==> config.mk <==
export PLATFORM = sky130hd
export DESIGN_NAME = misc_device
export DESIGN_NICKNAME = d
export VERILOG_FILES = /design/src/rtl/misc_device_pkg.sv /design/src/rtl/misc_timer.sv /design/src/rtl/misc_device.sv
export SDC_FILE = /design/constraint.sdc
export NUM_CORES = 1
export LEC_CHECK = 0
export CAP_MARGIN = 20
export CORE_MARGIN = 3
export CORE_UTILIZATION = 35
export CTS_BUF_LIST = sky130_fd_sc_hd__clkbuf_16
export DETAILED_ROUTE_END_ITERATION = 6
export SETUP_SLACK_MARGIN = 0.15
export SYNTH_ARGS = -nofsm -noshare
export SYNTH_HDL_FRONTEND = slang
export SYNTH_SLANG_ARGS = --single-unit
==> constraint.sdc <==
create_clock -name clk -period 3.55 [get_ports clk]
set_clock_uncertainty 0.15 [all_clocks]
set_input_delay 0.71 -clock clk [delete_from_list [all_inputs] [get_ports clk]]
set_output_delay 0.71 -clock clk [all_outputs]
set_load 0.01 [all_outputs]
==> src/rtl/misc_device_pkg.sv <==
// rtl/misc_device_pkg.sv - shared widths, register offsets, state enum and info struct for misc_device
package misc_device_pkg;

  localparam int MISC_ADDR_WIDTH = 12;
  localparam int MISC_DATA_WIDTH = 64;
  localparam int MISC_MASK_WIDTH = MISC_DATA_WIDTH / 8;

  localparam logic [MISC_ADDR_WIDTH-1:0] MTIME_OFFSET    = 12'h000;
  localparam logic [MISC_ADDR_WIDTH-1:0] MTIMECMP_OFFSET = 12'h008;
  localparam logic [MISC_ADDR_WIDTH-1:0] DISPLAY_OFFSET  = 12'h010;

  localparam int TICK_DIV_DEFAULT = 1;

  typedef enum logic {
    IDLE = 1'b0,
    RESP = 1'b1
  } misc_state_e;

  typedef struct packed {
    logic [MISC_DATA_WIDTH-1:0] mtime;
    logic [MISC_DATA_WIDTH-1:0] mtimecmp;
    logic [MISC_DATA_WIDTH-1:0] display;
  } misc_info_t;

  // Byte-lane merge shared by every writable register.
  function automatic logic [MISC_DATA_WIDTH-1:0] apply_wmask(
    input logic [MISC_DATA_WIDTH-1:0] old_val,
    input logic [MISC_DATA_WIDTH-1:0] wdata,
    input logic [MISC_MASK_WIDTH-1:0] wmask
  );
    logic [MISC_DATA_WIDTH-1:0] res;
    res = old_val;
    for (int i = 0; i < MISC_MASK_WIDTH; i++) begin
      if (wmask[i]) res[i*8 +: 8] = wdata[i*8 +: 8];
    end
    return res;
  endfunction

endpackage

==> src/rtl/misc_timer.sv <==
// rtl/misc_timer.sv - mtime counter with prescaler, byte-masked write port and compare output
module misc_timer
  import misc_device_pkg::*;
#(
  parameter int TICK_DIV = TICK_DIV_DEFAULT
) (
  input  logic                       clk,
  input  logic                       rstn,
  input  logic                       wen,
  input  logic [MISC_DATA_WIDTH-1:0] wdata,
  input  logic [MISC_MASK_WIDTH-1:0] wmask,
  input  logic [MISC_DATA_WIDTH-1:0] mtimecmp,
  output logic [MISC_DATA_WIDTH-1:0] mtime,
  output logic                       irq
);

  localparam int PRE_W = (TICK_DIV > 1) ? $clog2(TICK_DIV) : 1;
  localparam logic [PRE_W-1:0] PRE_MAX = PRE_W'(TICK_DIV - 1);

  logic [PRE_W-1:0] prescale;

  // A software write wins over the tick and restarts the prescale period.
  always_ff @(posedge clk) begin
    if (!rstn) begin
      mtime    <= '0;
      prescale <= '0;
    end else if (wen) begin
      mtime    <= apply_wmask(mtime, wdata, wmask);
      prescale <= '0;
    end else if (prescale == PRE_MAX) begin
      mtime    <= mtime + 64'd1;
      prescale <= '0;
    end else begin
      prescale <= prescale + 1'b1;
    end
  end

  assign irq = (mtime >= mtimecmp);

endmodule

==> src/rtl/misc_device.sv <==
// rtl/misc_device.sv - MMIO misc device: request FSM, decode, mtimecmp/display registers, response register
module misc_device
  import misc_device_pkg::*;
#(
  parameter int TICK_DIV = TICK_DIV_DEFAULT
) (
  input  logic                       clk,
  input  logic                       rstn,
  input  logic                       req_valid,
  output logic                       req_ready,
  input  logic                       req_wen,
  input  logic [MISC_ADDR_WIDTH-1:0] req_addr,
  input  logic [MISC_DATA_WIDTH-1:0] req_wdata,
  input  logic [MISC_MASK_WIDTH-1:0] req_wmask,
  output logic                       resp_valid,
  input  logic                       resp_ready,
  output logic [MISC_DATA_WIDTH-1:0] resp_rdata,
  output logic                       timer_irq,
  output misc_info_t                 misc_info
);

  misc_state_e state, next_state;

  logic [MISC_DATA_WIDTH-1:0] mtime;
  logic [MISC_DATA_WIDTH-1:0] mtimecmp;
  logic [MISC_DATA_WIDTH-1:0] display;
  logic [MISC_DATA_WIDTH-1:0] rd_data;

  logic [MISC_ADDR_WIDTH-4:0] word;
  logic                       sel_mtime, sel_cmp, sel_disp;
  logic                       accept;
  logic                       unused_addr_bits;

  assign word      = req_addr[MISC_ADDR_WIDTH-1:3];
  assign sel_mtime = (word == MTIME_OFFSET[MISC_ADDR_WIDTH-1:3]);
  assign sel_cmp   = (word == MTIMECMP_OFFSET[MISC_ADDR_WIDTH-1:3]);
  assign sel_disp  = (word == DISPLAY_OFFSET[MISC_ADDR_WIDTH-1:3]);
  assign accept    = req_valid && req_ready;

  assign unused_addr_bits = ^req_addr[2:0];

  always_ff @(posedge clk) begin
    if (!rstn) state <= IDLE;
    else       state <= next_state;
  end

  always_comb begin
    next_state = state;
    req_ready  = 1'b0;
    resp_valid = 1'b0;
    case (state)
      IDLE: begin
        req_ready = 1'b1;
        if (req_valid) next_state = RESP;
      end
      RESP: begin
        resp_valid = 1'b1;
        if (resp_ready) next_state = IDLE;
      end
      default: next_state = IDLE;
    endcase
  end

  // Unmapped offsets read as zero.
  always_comb begin
    rd_data = '0;
    if (sel_mtime)     rd_data = mtime;
    else if (sel_cmp)  rd_data = mtimecmp;
    else if (sel_disp) rd_data = display;
  end

  always_ff @(posedge clk) begin
    if (!rstn) begin
      mtimecmp   <= '1;
      display    <= '0;
      resp_rdata <= '0;
    end else if (accept) begin
      resp_rdata <= req_wen ? '0 : rd_data;
      if (req_wen && sel_cmp)  mtimecmp <= apply_wmask(mtimecmp, req_wdata, req_wmask);
      if (req_wen && sel_disp) display  <= apply_wmask(display, req_wdata, req_wmask);
    end
  end

  misc_timer #(
    .TICK_DIV (TICK_DIV)
  ) u_timer (
    .clk      (clk),
    .rstn     (rstn),
    .wen      (accept && req_wen && sel_mtime),
    .wdata    (req_wdata),
    .wmask    (req_wmask),
    .mtimecmp (mtimecmp),
    .mtime    (mtime),
    .irq      (timer_irq)
  );

  assign misc_info = '{mtime: mtime, mtimecmp: mtimecmp, display: display};

endmodule

* Word level (Yosys, flattened, before mapping)
Cells that the tools add are included.
Storage, ports and cells: bits in registers 258, input bits 89, output and inout port bits 259, word-level logic and storage cells 94
Operators by class: $add $sub $neg 2, $lt $le $gt $ge 1, eq/ne operators 11, mux-type cells 19, bitwise operators 3, reduce and logical (&&, ||, !) cells 31
Operator list (number):
- 64-bit 2-to-1 mux | 6
- 64-bit by 1-bit adder with 64-bit output (second input constant) | 1
- 64-bit greater-or-equal comparator | 1
- 8-bit 2-to-1 mux | 8
- 3-bit AND reduction | 16
- 2-bit != test (second input constant) | 8
- 2-bit AND reduction | 8
- 9-bit by 1-bit equality test with 1-bit output (second input constant) | 1
- 9-bit by 2-bit equality test with 1-bit output (second input constant) | 1
- 9-bit logical NOT | 1
- 1-bit logical AND | 5
- 1-bit 2-to-1 mux | 4
- 1-bit inverter | 3
- 3-bit OR reduction | 1
- 2-bit by 1-bit != test with 1-bit output (second input constant) | 1
- 1-bit one-hot mux with 2 select lines | 1
- 1-bit adder (second input constant) | 1

* Logic depth before layout (Yosys ltp)
depth in word-level cells 6, gate-level depth with buffers 10, gate-level depth less buffers 8

* Hierarchy
A second synthesis with hierarchy kept.
Second synthesis, totals: cell total of the unflattened synthesis 1605, area total of the unflattened synthesis 13947.1 µm²
Modules (own cells, without submodules):
- misc_device | times used 1, cells each 881, area each 8376.8 µm², seq. area each 3863.7 µm²
- misc_timer | times used 1, cells each 724, area each 5570.3 µm², seq. area each 1301.2 µm²

* Worst setup path before layout
Ideal clock, no wire load.
kind input-to-reg, from input req_addr[8], to register u_timer.mtime[2], library setup time 0.128 ns, arrival time 2.666 ns, required time 3.272 ns, slack 0.606 ns, stages on the path 8, path buffers 3, cells stage by stage or4_1 > clkbuf_1 > nor4_1 > buf_2 > buf_1 > o22ai_1 > a2bb2oi_1 > nor2_1
On the way: word-level cells in the longest chain between the ends 4, elaborated cells between the ends (all ways) 6, those cells by class 2 x eq/ne; 1 x mux; 3 x reduce/logical
RTL lines:
- start: declaration | line misc_device.sv:12 | input logic [MISC_ADDR_WIDTH-1:0] req_addr,
- 9-bit logical NOT * | line misc_device.sv:35 | assign sel_mtime = (word == MTIME_OFFSET[MISC_ADDR_WIDTH-1:3]);
- 1-bit logical AND * | line misc_device.sv:89 | .wen (accept && req_wen && sel_mtime),
- 2-bit by 1-bit != test with 1-bit output (no source line) / 2-bit != test (equally long branches)
- 2-bit AND reduction (no source line)
- end signal: assignment | line misc_timer.sv:28 | mtime <= apply_wmask(mtime, wdata, wmask);
- end signal: assignment | line misc_timer.sv:31 | mtime <= mtime + 64'd1;
- end: declaration | line misc_timer.sv:13 | output logic [MISC_DATA_WIDTH-1:0] mtime,
Mark *: on every way between the ends. The rest lies on a longest branch, timed or not. A chain may end at the register's enable or synchronous reset.

* Final worst setup path
from register mtimecmp[22], to output timer_irq
On the way: word-level cells in the longest chain between the ends 1
RTL lines:
- start: declaration | line misc_device.sv:25 | logic [MISC_DATA_WIDTH-1:0] mtimecmp;
- start signal: assignment | line misc_device.sv:79 | if (req_wen && sel_cmp) mtimecmp <= apply_wmask(mtimecmp, req_wdata, req_wmask);
- 64-bit greater-or-equal comparator | line misc_timer.sv:38 | assign irq = (mtime >= mtimecmp);
- end: declaration | line misc_device.sv:18 | output logic timer_irq,
Every way passes these cells.

==> impl_summary.log <==
[metrics] starting utilization of the core area: 35.52%
[metrics] net switching component of the power: 1.536 mW
[metrics] worst hold path type: flip-flop to flip-flop
[metrics] Layout Utilization: 51.67%
[metrics] unrepaired setup endpoints after global routing: true
[metrics] Worst Setup Path Type: flip-flop to output port
[metrics] PwrDens: around 320 mW/mm²
[metrics] status: finished clean
[metrics] combinational cell fraction of total power: 7.4%
[metrics] biggest cell delay along the critical path: 330 ps
[metrics] post-detailed-route wirelength per cell: 20.82 µm
[metrics] iteration-0 DRC count of the detailed router: 942
[metrics] area occupied by multi-input gates: ~0.0083 mm²
[metrics] sequential fraction of the synthesis area: 37.45%
[metrics] max-cap violation count: 0
[metrics] FP Rows: 72
[metrics] cell with the largest stage delay on the worst path: sky130_fd_sc_hd__dfxtp_2
[metrics] clock network latency to the later pin of the worst-skew pair: roughly 560 ps
[metrics] relative slew slack: ~44%
[metrics] number of failing hold endpoints at the final stage: 0
[metrics] synthesized instance count: 1781
[metrics] post-route fraction of the period consumed by the critical path: 94.84%
[metrics] Main synth FF type: sky130_fd_sc_hd__dfxtp_1
[metrics] number of buffers added by the clock tree synthesis step: 30
[metrics] Post-synth EDFFs: 0
[metrics] CTS clk-pin slew, worst paths: about 60 ps
[metrics] launch point of the worst path: mtimecmp[22]
[metrics] Final Critical Period: 3367 ps
[metrics] area of the core region: roughly 0.039 mm²
[metrics] layout net count: 2328
[metrics] total congestion overflow: 0
[metrics] RePlAce Congestion: roughly 0.9
[metrics] part of the total power dissipated in the clock network: 46.6%
[metrics] filler instances: approximately 3.6k
[metrics] via count of the first global-routing pass: 14.93k
[metrics] most common cell after layout, fill and taps aside: sky130_fd_sc_hd__clkdlybuf4s50_1
[metrics] post-synthesis register bit count: between 200 and 300
[metrics] wire length of the first global-routing pass: 86390 µm
[metrics] cell internal pwr: 4.787 mW
[metrics] maximum fanout along the worst path: 2
[metrics] final number of setup-violating endpoints: 0
[metrics] minimum hold slack: 304.4 ps
[metrics] clk sink count: 258
[metrics] netlist area before placement: 0.01379 mm²
[metrics] io pins: 348
[metrics] vertical die dimension: 204.5 µm
[metrics] number of non-filler instances in the completed layout: roughly 2.7k
[metrics] reg-to-reg endpoint: u_timer.mtime[60]
[metrics] number of H-tree branching levels: 1
[metrics] YS warnings: 0
[metrics] Lkg Pwr: 7.727 nW
[metrics] synthesized area per cell: 7.744 µm²
[metrics] Detail Route Antenna Nets: 0
[metrics] all-layer global routing usage: 25.87%
[metrics] Die ar.: 0.04182 mm²
[metrics] Syn Nets: about 1.9k
[metrics] end point of the worst hold path: resp_rdata[60]
[metrics] area overhead of the layout relative to synthesis: 45.45%
[metrics] worst voltage drop across the vdd grid: 0.3825 mV
[metrics] cells along the critical path: inv_2, ha_4, nand4_1, buf_4, nor4_4, buf_4, and4_4, o22ai_2, nand3_2, buf_6
[metrics] number of cells on the worst hold path: 2
[metrics] data required time at the worst endpoint: 2690 ps
[metrics] Max Buffers Root-to-Sink: 3
[metrics] floorplan die width: 204.5 µm
[metrics] number of input and output port buffers inserted: 344
[metrics] total negative slack: 0 ps
[metrics] DRC violation count after routing: 0
[metrics] Yosys cell types: between 60 and 70
[metrics] Critical R2R Launch: u_timer.mtime[1]
[metrics] TritonCTS clock tree: done
[metrics] Storage cell area: 0.005191 mm²
[metrics] register-to-register setup slack: 330 ps
[metrics] placed cell count: 2629
[metrics] R2R depth: 7
[metrics] top cell type by total area after synthesis: sky130_fd_sc_hd__dfxtp_1
[metrics] worst slew pin tran: 837.7 ps
[metrics] library cell used as clock root buffer: sky130_fd_sc_hd__clkbuf_16
[metrics] final std cell area, no fill: 0.02006 mm²
[metrics] largest net degree at the start of global routing: 67
[metrics] average via count per standard cell: 5.628
[metrics] most used cells in the layout excluding fill and tap cells: 340 x sky130_fd_sc_hd__clkdlybuf4s50_1, 334 x sky130_fd_sc_hd__nand2_1, 247 x sky130_fd_sc_hd__a21oi_1, 237 x sky130_fd_sc_hd__dfxtp_1, 144 x sky130_fd_sc_hd__buf_4
[metrics] count of hold-fix buffers inserted at cts: 0
[metrics] Switching Fraction: 24.29%
[metrics] arrival time at the worst endpoint: roughly 2500 ps
[metrics] pins over their slew limit: 0
[metrics] top-area cell type share of the netlist area: 37.45%
[metrics] sum of net half-perimeters after detailed placement: around 41000 µm
[metrics] Hold Crit Start: resp_rdata[60]
[metrics] number of antenna violations at the first check in global routing: 1
[metrics] proportion of power drawn by flip-flops and latches: 46.0%
[metrics] total via count in the routed design: 15.29k
[metrics] first-pass iteration count of the detailed router: 6
[metrics] total cell area at the placement stage: 0.01844 mm²
[metrics] peak clock frequency supported by timing: 0.2970 GHz
[metrics] kind of start point of the critical path: flip-flop
[metrics] share of post-route cells with drive strength above 1: approximately 14%
[metrics] total wire length: 56560 µm
[metrics] synth top area cells: sky130_fd_sc_hd__dfxtp_1 37%, sky130_fd_sc_hd__nand2_1 9.1%, sky130_fd_sc_hd__a21oi_1 9.1%
[metrics] share of async-settable or async-resettable flops after synthesis: 0%
[metrics] endpoint class of the critical path: output port
[metrics] cell mode on critical path: sky130_fd_sc_hd__buf_4
[registers in the layout, indices dropped and copies added, names as in the netlist]
name / cells
display: 64
mtimecmp: 64
resp_rdata: 64
u_timer.mtime: 64
state: 1
u_timer.prescale: 1
[power groups by stage]
stage | logic (mW) | registers [mW] | clock network, mW
2_1_floorplan | 0.199 | 2.98 | 0
3_3_place_gp | 0.461 | 2.97 | 0
3_5_place_dp | 0.463 | 2.97 | 0
4_1_cts | 0.466 | 2.91 | 3.01
5_1_grt | 0.502 | 2.91 | 3.11
6_report | 0.468 | 2.91 | 2.94
[cell usage after synthesis, drive strengths merged (3+ instances only)]
library cell / instances
and4: 13
or3: 6
buf: 17
nor2: 63
nor4b: 3
a2bb2oi: 3
xnor2: 4
a21oi: 250
inv: 78
a211o: 3
nor3: 38
o2111ai: 64
clkbuf: 119
nand2: 335
a31oi: 12
xor2: 5
and2: 31
a211oi: 17
a22oi: 12
or4: 6
o21ai: 45
or2: 3
mux2i: 4
a221oi: 4
ha: 65
a311oi: 3
o21a: 10
o22ai: 10
nor3b: 3
a32oi: 3
nand3: 43
mux2: 11
o211ai: 67
and3: 15
o221ai: 3
nor4: 21
dfxtp: 258
a21o: 66
nand4: 42
[worst max-delay path by stage]
stage,end,slack (ps),depth (start not counted)
6_report,timer_irq,180,10
2_1_floorplan,u_timer.mtime[2],610,8
4_1_cts,timer_irq,130,10
5_1_grt,timer_irq,50,10
3_3_place_gp,timer_irq,-80,9
3_5_place_dp,timer_irq,-80,9
[metrics by stage]
| step | power [mW] | setup WS [ps] |
|---|---|---|
| floorplan | 3.176 | 606.1 |
| global placement | 3.434 | -81.37 |
| detailed placement | 3.437 | -78.58 |
| CTS | 6.386 | 127.6 |
| global route | 6.527 | 48.02 |
| finish | 6.323 | 183.3 |
[per-layer routing]
layer	GRT usage (%)	share of wire, %	wire (µm)
met5	0	0	0
met4	8.405	3.1	1734
met3	4.783	6.7	3801
met2	44.13	48	27080
met1	33.08	42	23940
[critical path: cells and delay by family, from the launching register on]
kind / cells / cell delay, ps
DFF: 1 / 330
adders and majority gates: 1 / 260
AOI/OAI and AO/OA: 1 / 70
and+or+nand+nor: 4 / 770
buffers and inverters: 4 / 510
[cells by family (layout without fill, tap and decap cells)]
group | count (synthesis) | in the layout | share of synthesized area [%]
AO/OA/AOI/OAI | 591 | 591 | 27.64
XOR/XNOR | 9 | 9 | 0.5715
adder cells (fa/ha/maj) | 65 | 65 | 5.897
buffers and inverters | 214 | 628 | 5.869
flip-flops | 258 | 258 | 37.45
multiplexers | 15 | 15 | 1.188
other | 1 | 4 | 0.02719
AND/OR/NAND/NOR | 628 | 628 | 21.36
[area by class of cell]
cell class / count / share of cell area (%)
Clock buffer: 31 / 3.867
Timing Repair Buffer: 497 / 23.46
Tap cell: 518 / 3.231
Multi-Input combinational cell: 1309 / 41.29
Clock inverter: 22 / 0.7547
Inverter: 78 / 1.484
Sequential cell: 258 / 25.88
Antenna cell: 3 / 0.03742
[what timing repair did]
item                                    4_1_cts  5_1_grt
endpoints found under the setup margin        1        1
gates resized for setup                      73       28
buffers inserted                             25        6
pin swaps                                    23       16
No activity file was read; power rests on OpenSTA's default activity.
